<file path="src/rtl/spi_pkg.sv">
// Shared definitions for the SPI daisy-chain master.
package spi_pkg;

    localparam int unsigned SPI_WORD_W = 8;

    typedef enum logic [2:0] {
        IDLE,
        SETUP,
        SCLK_HI,
        SCLK_LO,
        HOLD,
        DONE
    } spi_mst_state_t;

endpackage

</file>
<file path="src/rtl/spi_daisy_master_timer.sv">
// Phase timer: tick marks the last cycle of a CLK_DIV-cycle phase.
module spi_phase_timer #(
    parameter int unsigned CLK_DIV = 4
) (
    input  logic clk,
    input  logic rst,
    input  logic restart,
    output logic tick
);

    localparam int unsigned CNT_W = (CLK_DIV > 1) ? $clog2(CLK_DIV) : 1;
    localparam logic [CNT_W-1:0] LAST = CNT_W'(CLK_DIV - 1);

    logic [CNT_W-1:0] div_cnt_q;
    logic [CNT_W-1:0] div_cnt_d;

    assign tick = (div_cnt_q == LAST);

    // Wrap explicitly on tick so non-power-of-two dividers restart at 0.
    always_comb begin
        div_cnt_d = div_cnt_q + 1'b1;
        if (restart || tick) begin
            div_cnt_d = '0;
        end
    end

    always_ff @(posedge clk) begin
        if (rst) begin
            div_cnt_q <= '0;
        end else begin
            div_cnt_q <= div_cnt_d;
        end
    end

endmodule

</file>
<file path="src/rtl/spi_daisy_master.sv">
// Mode-0 SPI master shifting one 8*N_SLAVES-bit frame through a slave daisy chain.
module spi_daisy_master
    import spi_pkg::*;
#(
    parameter int unsigned N_SLAVES = 3,
    parameter int unsigned CLK_DIV  = 4
) (
    input  logic                             clk,
    input  logic                             rst,
    input  logic                             start,
    input  logic [SPI_WORD_W*N_SLAVES-1:0]   tx_data,
    output logic                             busy,
    output logic                             done,
    output logic [SPI_WORD_W*N_SLAVES-1:0]   rx_data,
    output logic                             sclk,
    output logic                             ss,
    output logic                             mosi,
    input  logic                             miso
);

    localparam int unsigned FRAME_W = SPI_WORD_W * N_SLAVES;
    localparam int unsigned BIT_W   = $clog2(FRAME_W + 1);
    localparam logic [BIT_W-1:0] LAST_BIT = BIT_W'(FRAME_W - 1);

    spi_mst_state_t     state_q, state_d;
    logic [FRAME_W-1:0] tx_sh_q, tx_sh_d;
    logic [FRAME_W-1:0] rx_sh_q, rx_sh_d;
    logic [BIT_W-1:0]   bit_cnt_q, bit_cnt_d;
    logic [FRAME_W-1:0] rx_data_q, rx_data_d;
    logic               sclk_q, sclk_d;
    logic               ss_q, ss_d;
    logic               mosi_q, mosi_d;
    logic               busy_q, busy_d;
    logic               done_q, done_d;

    logic tick;
    logic restart;

    // Every other state transition happens on tick, which self-clears the timer.
    assign restart = (state_q == IDLE) || (state_q == DONE);

    spi_phase_timer #(
        .CLK_DIV (CLK_DIV)
    ) u_timer (
        .clk     (clk),
        .rst     (rst),
        .restart (restart),
        .tick    (tick)
    );

    always_comb begin
        state_d   = state_q;
        tx_sh_d   = tx_sh_q;
        rx_sh_d   = rx_sh_q;
        bit_cnt_d = bit_cnt_q;
        rx_data_d = rx_data_q;

        case (state_q)
            IDLE: begin
                if (start) begin
                    tx_sh_d   = tx_data;
                    rx_sh_d   = '0;
                    bit_cnt_d = '0;
                    state_d   = SETUP;
                end
            end
            SETUP: begin
                if (tick) begin
                    state_d = SCLK_HI;
                end
            end
            SCLK_HI: begin
                if (tick) begin
                    rx_sh_d   = {rx_sh_q[FRAME_W-2:0], miso};
                    bit_cnt_d = bit_cnt_q + 1'b1;
                    if (bit_cnt_q == LAST_BIT) begin
                        state_d = HOLD;
                    end else begin
                        tx_sh_d = tx_sh_q << 1;
                        state_d = SCLK_LO;
                    end
                end
            end
            SCLK_LO: begin
                if (tick) begin
                    state_d = SCLK_HI;
                end
            end
            HOLD: begin
                if (tick) begin
                    state_d = DONE;
                end
            end
            DONE: begin
                state_d = IDLE;
            end
            default: begin
                state_d = IDLE;
            end
        endcase

        // Outputs are decoded from the next state so they register alongside it.
        sclk_d = (state_d == SCLK_HI);
        ss_d   = !(state_d inside {SETUP, SCLK_HI, SCLK_LO, HOLD});
        mosi_d = (state_d inside {SETUP, SCLK_HI, SCLK_LO}) ? tx_sh_d[FRAME_W-1] : 1'b0;
        busy_d = (state_d != IDLE);
        done_d = (state_d == DONE);
        if (state_d == DONE) begin
            rx_data_d = rx_sh_d;
        end
    end

    always_ff @(posedge clk) begin
        if (rst) begin
            state_q   <= IDLE;
            tx_sh_q   <= '0;
            rx_sh_q   <= '0;
            bit_cnt_q <= '0;
            rx_data_q <= '0;
            sclk_q    <= 1'b0;
            ss_q      <= 1'b1;
            mosi_q    <= 1'b0;
            busy_q    <= 1'b0;
            done_q    <= 1'b0;
        end else begin
            state_q   <= state_d;
            tx_sh_q   <= tx_sh_d;
            rx_sh_q   <= rx_sh_d;
            bit_cnt_q <= bit_cnt_d;
            rx_data_q <= rx_data_d;
            sclk_q    <= sclk_d;
            ss_q      <= ss_d;
            mosi_q    <= mosi_d;
            busy_q    <= busy_d;
            done_q    <= done_d;
        end
    end

    assign sclk    = sclk_q;
    assign ss      = ss_q;
    assign mosi    = mosi_q;
    assign busy    = busy_q;
    assign done    = done_q;
    assign rx_data = rx_data_q;

endmodule

</file>
<file path="config.mk">
export PLATFORM = sky130hd
export DESIGN_NAME = spi_daisy_master
export DESIGN_NICKNAME = d
export VERILOG_FILES = /design/src/rtl/spi_pkg.sv /design/src/rtl/spi_daisy_master_timer.sv /design/src/rtl/spi_daisy_master.sv
export SDC_FILE = /design/constraint.sdc
export NUM_CORES = 1
export LEC_CHECK = 0
export BUFFER_PORTS_ARGS = -buffer_cell sky130_fd_sc_hd__buf_2
export CELL_PAD_IN_SITES_DETAIL_PLACEMENT = 0
export CELL_PAD_IN_SITES_GLOBAL_PLACEMENT = 2
export CORE_MARGIN = 4
export CORE_UTILIZATION = 35
export DETAILED_ROUTE_END_ITERATION = 6
export PLACE_DENSITY_LB_ADDON = 0.1
export SYNTH_ARGS = -nofsm -noshare
export SYNTH_HDL_FRONTEND = slang
export SYNTH_HIERARCHICAL = 1
export SYNTH_SLANG_ARGS = --single-unit
</file>
<file path="constraint.sdc">
create_clock -name clk -period 1.8 [get_ports clk]
set_input_delay 0.36 -clock clk [delete_from_list [all_inputs] [get_ports clk]]
set_output_delay 0.36 -clock clk [all_outputs]
set_load 0.005 [all_outputs]
</file>
==> Word-level counts from Yosys, hierarchy flattened <==
Cells that the tools add are included.
{ "word_totals": {"mem_bits_ro": 0, "register_bits": 87, "latch_bits": 0, "mem_count": 0, "inputBits": 28, "ram_bits": 0, "elab_cells": 59, "output_inout_bits": 29} }
{ "op_classes": {"add_sub_neg": 2, "n_lt_le_gt_ge": 0, "mux": 16, "n_bitwise": 1, "shift": 0, "div": 0, "n_mul": 0, "n_reduce_logical": 13, "n_eq_ne": 15} }
{ "ops": {"columns": ["op", "n"], "rows": [
  ["24-bit 2-to-1 mux", 5],
  ["24-bit case mux with 2 select lines", 2],
  ["3-bit 2-to-1 mux", 5],
  ["3-bit by 2-bit equality test with 1-bit output, second input constant", 4],
  ["3-bit equality test, second input constant", 4],
  ["3-bit case mux with 4 select lines", 1],
  ["5-bit 2-to-1 mux", 2],
  ["5-bit case mux with 2 select lines", 1],
  ["3-bit by 1-bit equality test with 1-bit output, second input constant", 2],
  ["3-bit nonzero test", 2],
  ["2-bit OR reduction", 3],
  ["5-bit by 1-bit adder with 5-bit output, second input constant", 1],
  ["5-bit equality test, second input constant", 1],
  ["2-bit inequality test, second input constant", 2],
  ["4-bit AND reduction", 1],
  ["4-bit nonzero test", 1],
  ["3-bit zero test", 1],
  ["3-bit AND reduction", 1],
  ["2-bit by 1-bit adder with 2-bit output, second input constant", 1],
  ["2-bit equality test, second input constant", 1],
  ["1-bit logical OR", 2],
  ["2-bit by 1-bit inequality test with 1-bit output, second input constant", 1],
  ["2-bit nonzero test", 1],
  ["1-bit zero test", 1],
  ["1-bit inverter", 1]
]} }

==> Logic depth before layout (Yosys ltp) <==
{ "depth": {"depth_word": 8, "depth_mapped": 7, "depth_no_buf": 5} }

==> Cells and area by module <==
The synthesis kept the hierarchy.
{ "modules_own_cells": {"columns": ["mod", "area_each_um2", "cells_per_inst", "seq_area_each_um2", "n_inst"], "rows": [
  ["spi_daisy_master", 3340.7, 324, 1701.6, 1],
  ["spi_phase_timer", 80.1, 5, 40.0, 1]
]} }

==> Least setup slack after synthesis <==
No wires, ideal clock.
{ "synth_path": {"kind": "reg-to-reg", "from": "register u_timer.div_cnt_q[0]", "to": "register rx_data_q[15], in the netlist rx_data[15]", "path_stages_with_launch": 7, "t_required_ns": 1.677, "t_arrival_ns": 1.466, "slack_ns": 0.211, "period_less_slack_ns": 1.589, "setup_ns": 0.123, "path_buffers": 2, "cell_sequence": "dfxtp_1 > ha_1 > nor3b_1 > and2_1 > clkbuf_1 > buf_2 > a21oi_1"} }
{ "synth_between": {"elab_chain_len": 4, "elab_cells_between_ends": 8, "classes_between": "eq/ne (2); mux (6)"} }
{ "synth_lines": {"columns": ["element", "line", "rtl"], "rows": [
  ["from (decl)", "spi_daisy_master_timer.sv:14", "logic [CNT_W-1:0] div_cnt_q;"],
  ["from (signal assigned)", "spi_daisy_master_timer.sv:31", "div_cnt_q <= div_cnt_d;"],
  ["2-bit equality test *", "spi_daisy_master_timer.sv:17", "assign tick = (div_cnt_q == LAST);"],
  ["named net tick", "spi_daisy_master.sv:36", "logic tick;"],
  ["3-bit 2-to-1 mux, on equally long branches", null, null],
  ["3-bit case mux with 4 select lines", "spi_daisy_master.sv:58", "case (state_q)"],
  ["3-bit equality test", "spi_daisy_master.sv:108", "if (state_d == DONE) begin"],
  ["to (signal assigned)", "spi_daisy_master.sv:130", "rx_data_q <= rx_data_d;"],
  ["to (decl)", "spi_daisy_master.sv:29", "logic [FRAME_W-1:0] rx_data_q, rx_data_d;"]
]} }
Mark *: on every way through the listed nets, which the timed path passes. The rest lies on a longest branch.
A chain may end at the register's enable or synchronous reset.

==> Worst setup path after layout <==
{ "layout_path": {"from": "register u_timer.div_cnt_q[0]", "to": "register tx_sh_q[0]"} }
{ "layout_between": {"elab_chain_len": 3} }
{ "layout_lines": {"columns": ["element", "line", "rtl"], "rows": [
  ["2-bit equality test", "spi_daisy_master_timer.sv:17", null],
  ["named net tick", "spi_daisy_master.sv:36", null],
  ["2-bit by 1-bit inequality test with 1-bit output (no line)", null, null],
  ["4-bit AND reduction (no line)", null, null],
  ["to (signal assigned)", "spi_daisy_master.sv:127", "tx_sh_q <= tx_sh_d;"],
  ["to (decl)", "spi_daisy_master.sv:26", "logic [FRAME_W-1:0] tx_sh_q, tx_sh_d;"]
]} }
The timed path passes the listed nets, and every way through them passes these cells.

==> impl_metrics.py <==
metrics = {
    "logic_synthesis": {
        "seq_area_frac_synth": 0.509,
        "syn_nets": 359,
        "synth_cells": 329,
        "ys.flop_type": "dfxtp_1",
        "synth_edf_count": 0,
        "synth_area_um2": 3420,
        "synth-async-reset-ratio": 0,
        "ys_ff_latch": 87,
        "synth.distinct_cells": 42,
        "yosysWarnings": 6,
        "avgSynthCellArea_um2": 10.4,
    },
    "timing": {
        "hold_slack_ns": 0.265,
        "min_period_ns": 1.67,
        "setup_viol": 0,
        "max_freq_mhz": 598,
        "rsz0062_at_grt": "no",
        "slew-limit-headroom": 0.714,
        "worst_slew_pin_slew_ns": 0.429,
        "finalCritPeriodShare": 0.929,
        "finalHoldViolations": 0,
        "skew_ns": 0.00943,
        "report.final.slew_viol_count": 0,
    },
    "setup_path": {
        "ff2ff_path_depth": 6,
        "end_kind": "flop",
        "critPathLaunchType": "flop",
        "path_max_fanout": 17,
        "timing.rr.end": "tx_sh_q[0]",
        "path_class": "flop to flop",
        "r2r_start": "u_timer/div_cnt_q[0]",
        "cp.arrival_ns": 1.91,
        "rrSetupSlack_ns": 0.13,
        "cp_data_required_time_ns": 2.04,
    },
    "grt": {
        "grt_max_degree": 49,
        "grt_usage": 0.138,
        "grt_pass1_wl_um": 12800,
        "antenna_found_initial": 0,
        "grt_pass1_vias": 2624,
        "grt_overflow_total": 0,
    },
    "floorplanning": {
        "num_rows": 35,
        "dieArea_um2": 11400,
        "initial_core_util": 0.365,
        "core_area_um2": 9370,
        "die_x_um": 107,
        "die_y_um": 107,
        "ios": 57,
    },
    "cts": {
        "cts_buffers": 9,
        "clkSlewWorstSetupHoldPaths_ns": 0.09,
        "post-cts-setup-buffers": 0,
        "clock-sinks": 87,
        "cts_hold_buffers": 0,
        "cts_max_path_buffers": 2,
        "clockRootBuffer": "clkbuf_8",
        "insertion_delay_ns": 0.35,
        "cts_tree": "done",
        "h-tree-depth": 3,
    },
    "drt": {
        "wl_per_cell_um": 14.6,
        "first_iter_violations": 62,
        "dr.pass1.iters": 7,
        "wl_met3_um": 345,
        "top_layer_used": "met4",
        "dr_wl_met2_um": 3430,
        "viasPerCell": 5.14,
        "vias": 2666,
        "wl_met1_um": 3720,
        "drc": 7,
        "postRouteAntennaNets": 0,
        "drt_wl_total_um": 7600,
    },
    "worst_hold_path": {
        "worstHoldPathCells": 2,
        "worstHoldStart": "tx_data[0]",
        "hold_path_end": "tx_sh_q[0]",
        "hold_path_class": "primary input to flop",
    },
    "final_layout": {
        "area_growth_pct": 19.8,
        "drive_above_1_share": 0.318,
        "antenna_cells": 0,
        "fin_area_um2": 4100,
        "nets": 415,
    },
    "placement": {
        "dpl.hpwl_um": 4860,
        "dpl-instance-area_um2": 3860,
        "port_buffers": 56,
        "gp_congestion": 0.729,
    },
    "pwr": {
        "ir_drop_v": 0.000347,
        "power.static_leakage_nw": 1.60,
        "power_density_nw_per_um2": 903,
    },
    "outcome": {
        "outcome": "finished with violations",
        "violations": "DRC",
    },
    "job": {
        "drv_cap": 0,
    },
}
worst max-delay path, stage by stage, from the launching register on:
cell	delay, ns
dfxtp_1	0.36
ha_1	0.22
and4bb_4	0.36
o2bb2ai_2	0.10
and2_4	0.17
buf_12	0.15
a32o_1	0.20
how the worst max path moves through the flow:
stage	start	endpoint	slack [ns]
after detailed placement	u_timer/div_cnt_q[0]	rx_data[7]	-0.06
after floorplan	u_timer/div_cnt_q[0]	rx_data[15]	0.21
final	u_timer/div_cnt_q[0]	tx_sh_q[0]	0.13
after global routing	u_timer/div_cnt_q[0]	bit_cnt_q[4]	0.004
after global placement	u_timer/div_cnt_q[0]	rx_data[7]	-0.01
after CTS	u_timer/div_cnt_q[0]	tx_sh_q[0]	0.04
routing by layer:
layer  global-route usage  vias up
li1                     -     1350
met1                0.189     1245
met2                0.214       62
met3               0.0325        9
met4               0.0466        0
met5                    0        -
sequential cells by signal, indices dropped and copies added (netlist names):
signal / count
state_q: 3
rx_data: 24
sclk: 1
mosi: 1
u_timer/div_cnt_q: 2
rx_sh_q: 24
done: 1
ss: 1
bit_cnt_q: 5
busy: 1
tx_sh_q: 24
cell usage in the layout, fill, tap and decap left out, drive strengths merged, types with 2 or more instances in the layout:
master	n
xor2	4
a211oi	3
nor2	36
nor2b	5
ha	2
and2	4
nand2	3
nor3	5
a21oi	29
nor4b	2
buf	75
nor4	2
o21ai	27
a22oi	49
nand4	2
clkbuf	11
inv	2
dfxtp	87
clkinv	2
o2bb2ai	22
nand3	3
per-stage QoR:
| step | instances | utilization | setup TNS [ns] | total power, mW | worst slack, ns |
|---|---|---|---|---|---|
| finish | 519 | 0.437 | 0 | 3.70 | 0.127 |
| global route | 519 | 0.437 | 0 | 3.87 | 0.00400 |
| CTS | 519 | 0.436 | 0 | 3.76 | 0.0414 |
| detailed placement | 502 | 0.412 | -0.685 | 2.32 | -0.0550 |
| global placement | 502 | 0.412 | -0.0579 | 2.32 | -0.0149 |
| floorplan | 329 | - | 0 | 2.22 | 0.211 |
synth_stat cells (all sizes together) (2+ instances only):
cell | instances | area share
nor4 | 2 | 0.0055
nor2b | 5 | 0.0091
nor3 | 5 | 0.0073
buf | 15 | 0.031
a21oi | 29 | 0.042
and2 | 4 | 0.0088
clkbuf | 16 | 0.018
o2bb2ai | 22 | 0.095
nand3 | 3 | 0.0044
nor4b | 2 | 0.011
a211oi | 3 | 0.0066
nor2 | 35 | 0.041
dfxtp | 87 | 0.51
nand2 | 3 | 0.0033
a22oi | 49 | 0.11
xor2 | 4 | 0.010
ha | 2 | 0.0073
nand4 | 2 | 0.0037
o21ai | 27 | 0.040
cell type report:
type,instances,area [µm²]
fill,962,5270
sequential,87,1740
multi-input combinational,211,1530
timing repair buffer,75,448
tap,129,161
clock buffer,11,151
clock inverter,5,63.8
inverter,1,3.75
kinds of logic after synthesis:
logic type               after synthesis  synth area share
AO/OA/AOI/OAI                        136             0.311
XOR/XNOR                               4            0.0102
adder cells (fa/ha/maj)                2           0.00731
buffers and inverters                 32            0.0501
flip-flops                            87             0.509
multiplexers                           1           0.00293
AND/OR/NAND/NOR                       67             0.110
where the power goes:
part	internal (mW)	switching (mW)
logic	0.121	0.150
registers	1.97	0.0301
clock network	0.727	0.703
timing repair:
item / 4_1_cts / 5_1_grt
cloned: 1 / 0
resized for setup: 2 / 2
endpoints found under the setup margin: 28 / 17
(Power assumes the default switching activity.)
